**src/rtl/branch_redirect_ctrl.sv**
```systemverilog
// Branch redirect controller.
// Captures a taken branch/jump target from EX, presents it to fetch until
// accepted, then holds the pipeline flushes for a fixed number of cycles so
// that wrong-path instructions drain. Also keeps saturating statistics on
// branches seen and redirects taken.
//
// state    | meaning
// ---------+-----------------------------------------------------------
// IDLE     | no redirect pending; EX may capture a taken target
// REDIRECT | redirect_valid high, target held until fetch_ready
// FLUSH    | redirect accepted; flushes held while the down-counter drains
module branch_redirect_ctrl #(
  parameter int PC_W         = 9,
  parameter int FLUSH_CYCLES = 2,
  parameter int CNT_W        = 16
) (
  input  logic             clk,
  input  logic             reset,
  input  logic             ex_valid,
  input  logic             ex_branch,
  input  logic             PcSel,
  input  logic [31:0]      BrPC,
  input  logic             fetch_ready,
  output logic             redirect_valid,
  output logic [PC_W-1:0]  redirect_pc,
  output logic             flush_ifid,
  output logic             flush_idex,
  output logic             busy,
  output logic             misalign_err,
  output logic [CNT_W-1:0] branch_cnt,
  output logic [CNT_W-1:0] taken_cnt
);

  typedef enum logic [1:0] {
    IDLE     = 2'd0,
    REDIRECT = 2'd1,
    FLUSH    = 2'd2
  } state_t;

  // The counter holds the remaining FLUSH cycles after the current one,
  // so FLUSH_CYCLES=1 loads 0 and leaves FLUSH after a single cycle.
  localparam logic [3:0] FLUSH_LOAD = 4'(FLUSH_CYCLES - 1);

  state_t          state;
  logic [3:0]      flush_cnt;
  logic [PC_W-1:0] target;
  logic            capture;
  logic            branch_seen;

  // Bits above the fetch PC width and bit 0 are architecturally dropped.
  logic unused_brpc;
  assign unused_brpc = ^{BrPC[31:PC_W], BrPC[0]};

  assign capture     = (state == IDLE) && ex_valid && PcSel;
  assign branch_seen = (state == IDLE) && ex_valid && ex_branch;
  assign redirect_pc = target;

  // Redirect sequencing FSM with all control outputs registered alongside state.
  always_ff @(posedge clk) begin
    if (!reset) begin
      state          <= IDLE;
      flush_cnt      <= '0;
      target         <= '0;
      redirect_valid <= 1'b0;
      flush_ifid     <= 1'b0;
      flush_idex     <= 1'b0;
      busy           <= 1'b0;
      misalign_err   <= 1'b0;
    end else begin
      misalign_err <= 1'b0;
      case (state)
        IDLE: begin
          if (capture) begin
            state          <= REDIRECT;
            target         <= {BrPC[PC_W-1:1], 1'b0};
            misalign_err   <= BrPC[1];
            redirect_valid <= 1'b1;
            flush_ifid     <= 1'b1;
            flush_idex     <= 1'b1;
            busy           <= 1'b1;
          end
        end
        REDIRECT: begin
          if (fetch_ready) begin
            state          <= FLUSH;
            flush_cnt      <= FLUSH_LOAD;
            redirect_valid <= 1'b0;
          end
        end
        FLUSH: begin
          if (flush_cnt == 4'd0) begin
            state      <= IDLE;
            flush_ifid <= 1'b0;
            flush_idex <= 1'b0;
            busy       <= 1'b0;
          end else begin
            flush_cnt <= flush_cnt - 4'd1;
          end
        end
        default: begin
          state          <= IDLE;
          flush_cnt      <= '0;
          redirect_valid <= 1'b0;
          flush_ifid     <= 1'b0;
          flush_idex     <= 1'b0;
          busy           <= 1'b0;
        end
      endcase
    end
  end

  // Saturating statistics; only instructions observed while IDLE are real-path.
  always_ff @(posedge clk) begin
    if (!reset) begin
      branch_cnt <= '0;
      taken_cnt  <= '0;
    end else begin
      if (branch_seen && (branch_cnt != {CNT_W{1'b1}}))
        branch_cnt <= branch_cnt + CNT_W'(1);
      if (capture && (taken_cnt != {CNT_W{1'b1}}))
        taken_cnt <= taken_cnt + CNT_W'(1);
    end
  end

endmodule

```
**config.mk**
```make
export PLATFORM = sky130hd
export DESIGN_NAME = branch_redirect_ctrl
export DESIGN_NICKNAME = d
export VERILOG_FILES = /design/src/rtl/branch_redirect_ctrl.sv
export SDC_FILE = /design/constraint.sdc
export NUM_CORES = 1
export LEC_CHECK = 0
export CELL_PAD_IN_SITES_DETAIL_PLACEMENT = 1
export CELL_PAD_IN_SITES_GLOBAL_PLACEMENT = 2
export CORE_AREA = 2 2 97 99
export CTS_BUF_LIST = sky130_fd_sc_hd__clkbuf_8
export DETAILED_ROUTE_END_ITERATION = 10
export DIE_AREA = 0 0 99 101
export GPL_TIMING_DRIVEN = 1
export HOLD_SLACK_MARGIN = 0.05
export PLACE_DENSITY_LB_ADDON = 0.3
export SLEW_MARGIN = 30
export SYNTH_ARGS = -nofsm -noshare
export SYNTH_HDL_FRONTEND = slang
export SYNTH_SLANG_ARGS = --single-unit
export TNS_END_PERCENT = 50
```
**constraint.sdc**
```tcl
create_clock -name clk -period 3.1 [get_ports clk]
set_input_delay 0.31 -clock clk [delete_from_list [all_inputs] [get_ports clk]]
set_output_delay 0.31 -clock clk [all_outputs]
set_load 0.05 [all_outputs]
```
* Word level (Yosys, flattened, before mapping) *
Index checks and enable logic that the tools add are counted.

operators by class
  multiply operators = 0
  reductions and logical operators = 13
  add/sub/neg operators = 3
  divide/modulo/power cells = 0
  muxes and demuxes = 12
  magnitude comparators = 0
  eq/ne operators = 8
  shift-type cells = 0
  bitwise logic cells = 3

operator list
  cell                                                 count
  adder 16 x 1 -> 16 bit, second input constant        2
  inequality test 16 bit, second input constant        2
  AND reduction 3 bit                                  5
  one-hot mux 4 bit (3 select lines)                   1
  2-to-1 mux 4 bit                                     2
  inequality test 2 bit, second input constant         4
  2-to-1 mux 2 bit                                     3
  one-hot mux 1 bit (3 select lines)                   2
  one-hot mux 2 bit (3 select lines)                   1
  logical AND 1 bit                                    5
  zero test 4 bit                                      1
  subtractor 4 x 1 -> 4 bit, second input constant     1
  2-to-1 mux 1 bit                                     3
  NOT 1 bit                                            3
  equality test 2 x 1 -> 1 bit, second input constant  1
  equality test 2 bit, second input constant           1
  zero test 2 bit                                      1
  AND reduction 2 bit                                  1

word-level totals
  input bits = 38
  word-level logic and storage cells = 47
  bits in read-only memories = 0
  bits in latches = 0
  output and inout port bits = 46
  bits in registers = 49
  memories = 0
  memory bits (writable) = 0

* Depth between registers and ports, before layout *
  depth after elaboration = 5
  gate-level depth with buffers = 8
  depth with buffers taken out = 6

* Worst setup path before layout *
No wires, ideal clock.

  path kind = register -> register
  start = reg taken_cnt[0]
  end = reg taken_cnt[10]
  required time = 3,030 ps
  arrival = 2,330 ps
  stages on the path, launching flop included = 6
  clock period less this slack = 2,401 ps
  buffers on the path = 0
  setup time = 70 ps
  slack = 699 ps
  path through = dfxtp_1 > ha_1 > nand4_1 > or4_1 > or4_1 > a21oi_1

between the ends
  longest elaborated chain between the ends = 2
  elaborated cells on any way between the ends = 3
  those cells by class = add/sub (1); eq/ne (1); reduce/logical (1)

RTL lines
  item                                                            line  RTL
  start, declared                                                 31    output logic [CNT_W-1:0] taken_cnt
  start signal, assigned                                          121   taken_cnt <= taken_cnt + CNT_W'(1);
  branches (longest 2 deep; another with adder 16 x 1 -> 16 bit)  -

Several ways; the timed one is not identified.
A chain may end at the register's enable or synchronous reset.

* Worst setup path after layout *
  start = reg state[0]
  end = reg taken_cnt[13]

between the ends
  longest elaborated chain between the ends = 4

RTL lines
  item                             line  RTL
  start, declared                  44    state_t state;
  start signal, assigned           61    state <= IDLE;
  start signal, assigned           74    state <= REDIRECT;
  start signal, assigned           85    state <= FLUSH;
  zero test 2 bit                  54    assign capture = (state == IDLE) && ex_valid && PcSel;
  logical AND 1 bit (2 in series)  54
  logical AND 1 bit                120   if (capture && (taken_cnt != {CNT_W{1'b1}}))

Every way passes these cells.

==> results.json <==
{
  "status": "finished, final reports clean",
  "dpl_cell_area_mm2": 0.00310,
  "final-seq-area_um2": 981,
  "final_layout_size_suffix_gt1_share_pct": 6.38,
  "end_kind": "flip-flop",
  "setup_viol": 0,
  "num_vias": 2390,
  "cts_buffers": 5,
  "cp_max_fo": 11,
  "dieWidth_um": 99,
  "dp_hpwl_um": 4870,
  "initial_core_util_pct": 27.0,
  "cp_slowest_stage_delay_ns": 0.65,
  "synth_cells": 291,
  "netlist.area_leader.share_pct": 40.5,
  "ys_seq_area_share_pct": 40.5,
  "layout_worst_path_cycle_share_pct": 80.4,
  "cts_htree_levels": 2,
  "synth_async_sr_flop_share_pct": 0,
  "numClockSinks": 49,
  "yosys-top-cells-count": "dfxtp_1, nand2_1, a21oi_1",
  "grt_max_degree": 22,
  "clock_path_buffers": 2,
  "r2r_start": "state[0]$_SDFFE_PN0P_",
  "die_area_mm2": 0.0100,
  "min_to": "redirect_pc[4]$_SDFFE_PN0P_",
  "drt_iter0_markers": 54,
  "track_usage_pct": 13.8,
  "rsz0062_at_grt": "false",
  "yosysWarningCount": 0,
  "yosysTopAreaCell": "dfxtp_1",
  "finClkSkew_ns": 0.0111,
  "synth.area.top_cells": "dfxtp_1, a21oi_1, nand2_1",
  "maxSlewHeadroom_pct": 44.1,
  "path_buf_inv": 1,
  "ant_nets": 0,
  "gp_congestion": 0.763,
  "grt_pass1_wl_um": 11400,
  "synth.cell_area_mm2": 0.00242,
  "synth.distinct_cells": 46,
  "final_cells": 456,
  "diodes": 0,
  "antenna_found_initial": 0,
  "hold_violations": 0,
  "dp_slack_ns": 0.607,
  "worst_slew_pin_slew_ns": 0.831,
  "r2r_cells": 6,
  "io_pins": 84,
  "power_density_mw_per_mm2": 464,
  "synthToLayoutAreaGrowth_pct": 32.8,
  "r2r_end": "taken_cnt[13]$_SDFFE_PN0P_",
  "finalCriticalPeriod_ns": 2.49,
  "synth_most_common_cell": "dfxtp_1",
  "overflow": 0,
  "ys_ff_latch": 49,
  "wl_per_cell_um": 14.9,
  "worst_slack_ns": 0.606,
  "port_buffers": 58,
  "cts_tree": "done",
  "tns_ns": 0,
  "fin_area_mm2": 0.00322,
  "crit_slowest_cell": "or4_4",
  "placed_cells": 448,
  "drc": 0,
  "crit_chain": "inv_1 -> ha_1 -> nand3_1 -> or4_4 -> or4_1 -> a21oi_1",
  "coreArea_mm2": 0.00898,
  "synth_edf_count": 0,
  "nets": 388,
  "worstSetupStartpointType": "flip-flop",
  "num_rows": 35,
  "max_freq_ghz": 0.401,
  "grt_pass1_vias": 2323,
  "final-max-slew-violation-count": 0,
  "cp_data_required_time_ns": 3.34,
  "p_leak_nw": 0.994,
  "cts_resized": 0,
  "clk_latency_ns": 0.30,
  "ctsRootBufferMaster": "clkbuf_8",
  "nFillCells": 1054,
  "worstSetupPathType": "reg -> reg",
  "via_per_inst": 5.24,
  "critical-path-top-delay-family": "simple AND/OR/NAND/NOR gates",
  "r2r_slack_ns": 0.61,
  "arrival_ns": 2.73,
  "synth.avg_cell_area_um2": 8.33,
  "ir_worst_vdd_mv": 0.364,
  "die_h_um": 101,
  "hp-start": "redirect_pc[4]$_SDFFE_PN0P_",
  "syn_nets": 335,
  "synthFlopType": "dfxtp_1",
  "dr.pass1.iters": 4,
  "finalWirelength_um": 6790,
  "drv_cap": 0,
  "hold_path_class": "reg -> reg",
  "cts_setup_buffers": 0,
  "multi_input_area_mm2": 0.00132,
  "hold_buffers": 0,
  "hold_depth": 2,
  "timing.hold.ws_ns": 0.462,
  "path_clk_slew_ns": 0.09
}
==> power by group <==
| group | internal [W] | switching, W |
|---|---|---|
| Sequential | 0.000656 | 0.0000233 |
| Clock | 0.000263 | 0.000228 |
| Combinational | 0.000119 | 0.000204 |
==> flip-flops by register name (all words and copies together) (netlist names) <==
register,count
redirect_valid,1
branch_cnt,16
taken_cnt,16
flush_cnt,4
busy,1
misalign_err,1
state,2
redirect_pc,8
==> worst register-to-register path, delay by kind of cell, from the launching register on <==
family	cells	cell delay (ns)
buffers and inverters	1	0.09
DFF	1	0.34
AOI/OAI and AO/OA	1	0.15
adders and majority gates	1	0.38
and+or+nand+nor	3	1.48
==> cell usage in the layout, fill, tap and decap left out, types with 2 or more instances in the layout <==
cell	synthesis	layout
or2_2	3	3
nor2_1	10	10
ha_1	6	6
clkbuf_8	0	6
nand3_1	12	12
mux2i_1	8	8
nand2_1	33	33
o21ai_0	11	11
clkdlybuf4s50_1	0	58
a311oi_1	2	2
nor4_1	11	11
dfxtp_1	49	49
or4_1	15	15
a21oi_1	30	30
nor3_1	7	7
buf_4	4	5
inv_1	10	10
a31oi_1	2	2
nand2b_1	5	5
o31ai_1	15	15
nand4_1	8	8
and3_1	2	2
or3_1	8	8
a211oi_1	3	3
nor2b_1	4	4
==> kinds of logic (layout without fill, tap and decap cells) <==
family | Yosys count | in the layout | share of synthesized area [%]
and+or+nand+nor | 126 | 126 | 29.1
AOI/OAI and AO/OA | 71 | 71 | 18.0
buffers and inverters | 28 | 82 | 5.06
xor gates and xnor gates | 1 | 1 | 0.361
other | 1 | 1 | 0.155
adders and majority gates | 6 | 6 | 3.10
DFF | 49 | 49 | 40.5
muxes | 9 | 9 | 3.77
==> cell type report <==
cell class                      count  area share (%)
Tap cell                          111            4.31
Clock inverter                      2            1.17
Sequential cell                    49            30.5
Inverter                           11            1.28
Multi-Input combinational cell    214            41.0
Timing Repair Buffer               63            19.2
Clock buffer                        6            2.57
==> worst max path at each step <==
stage / startpoint / to / cells after the start
after floorplan: taken_cnt[0]$_SDFFE_PN0P_ / taken_cnt[10]$_SDFFE_PN0P_ / 5
after global placement: ex_valid / taken_cnt[11]$_SDFFE_PN0P_ / 5
after detailed placement: ex_valid / taken_cnt[13]$_SDFFE_PN0P_ / 5
after CTS: state[0]$_SDFFE_PN0P_ / taken_cnt[13]$_SDFFE_PN0P_ / 6
after global routing: state[0]$_SDFFE_PN0P_ / taken_cnt[13]$_SDFFE_PN0P_ / 6
final: state[0]$_SDFFE_PN0P_ / taken_cnt[13]$_SDFFE_PN0P_ / 6
==> layer usage <==
metal / track usage [%] / vias to the layer above / routed length [um] / part of all wire [%]
met2: 24.2 / 30 / 3250 / 48
met1: 17.6 / 1165 / 3280 / 48
met4: 3.79 / 0 / 78 / 1.1
met5: 0 / - / 0 / 0
li1: - / 1188 / - / -
met3: 2.29 / 7 / 176 / 2.6
==> per-stage QoR <==
step	utilization, %	total power, W
6_report	35.9	0.00149
2_1_floorplan	-	0.000923
3_3_place_gp	34.5	0.00101
4_1_cts	35.9	0.00152
5_1_grt	35.9	0.00157
3_5_place_dp	34.5	0.00102
(Power assumes the default switching activity.)
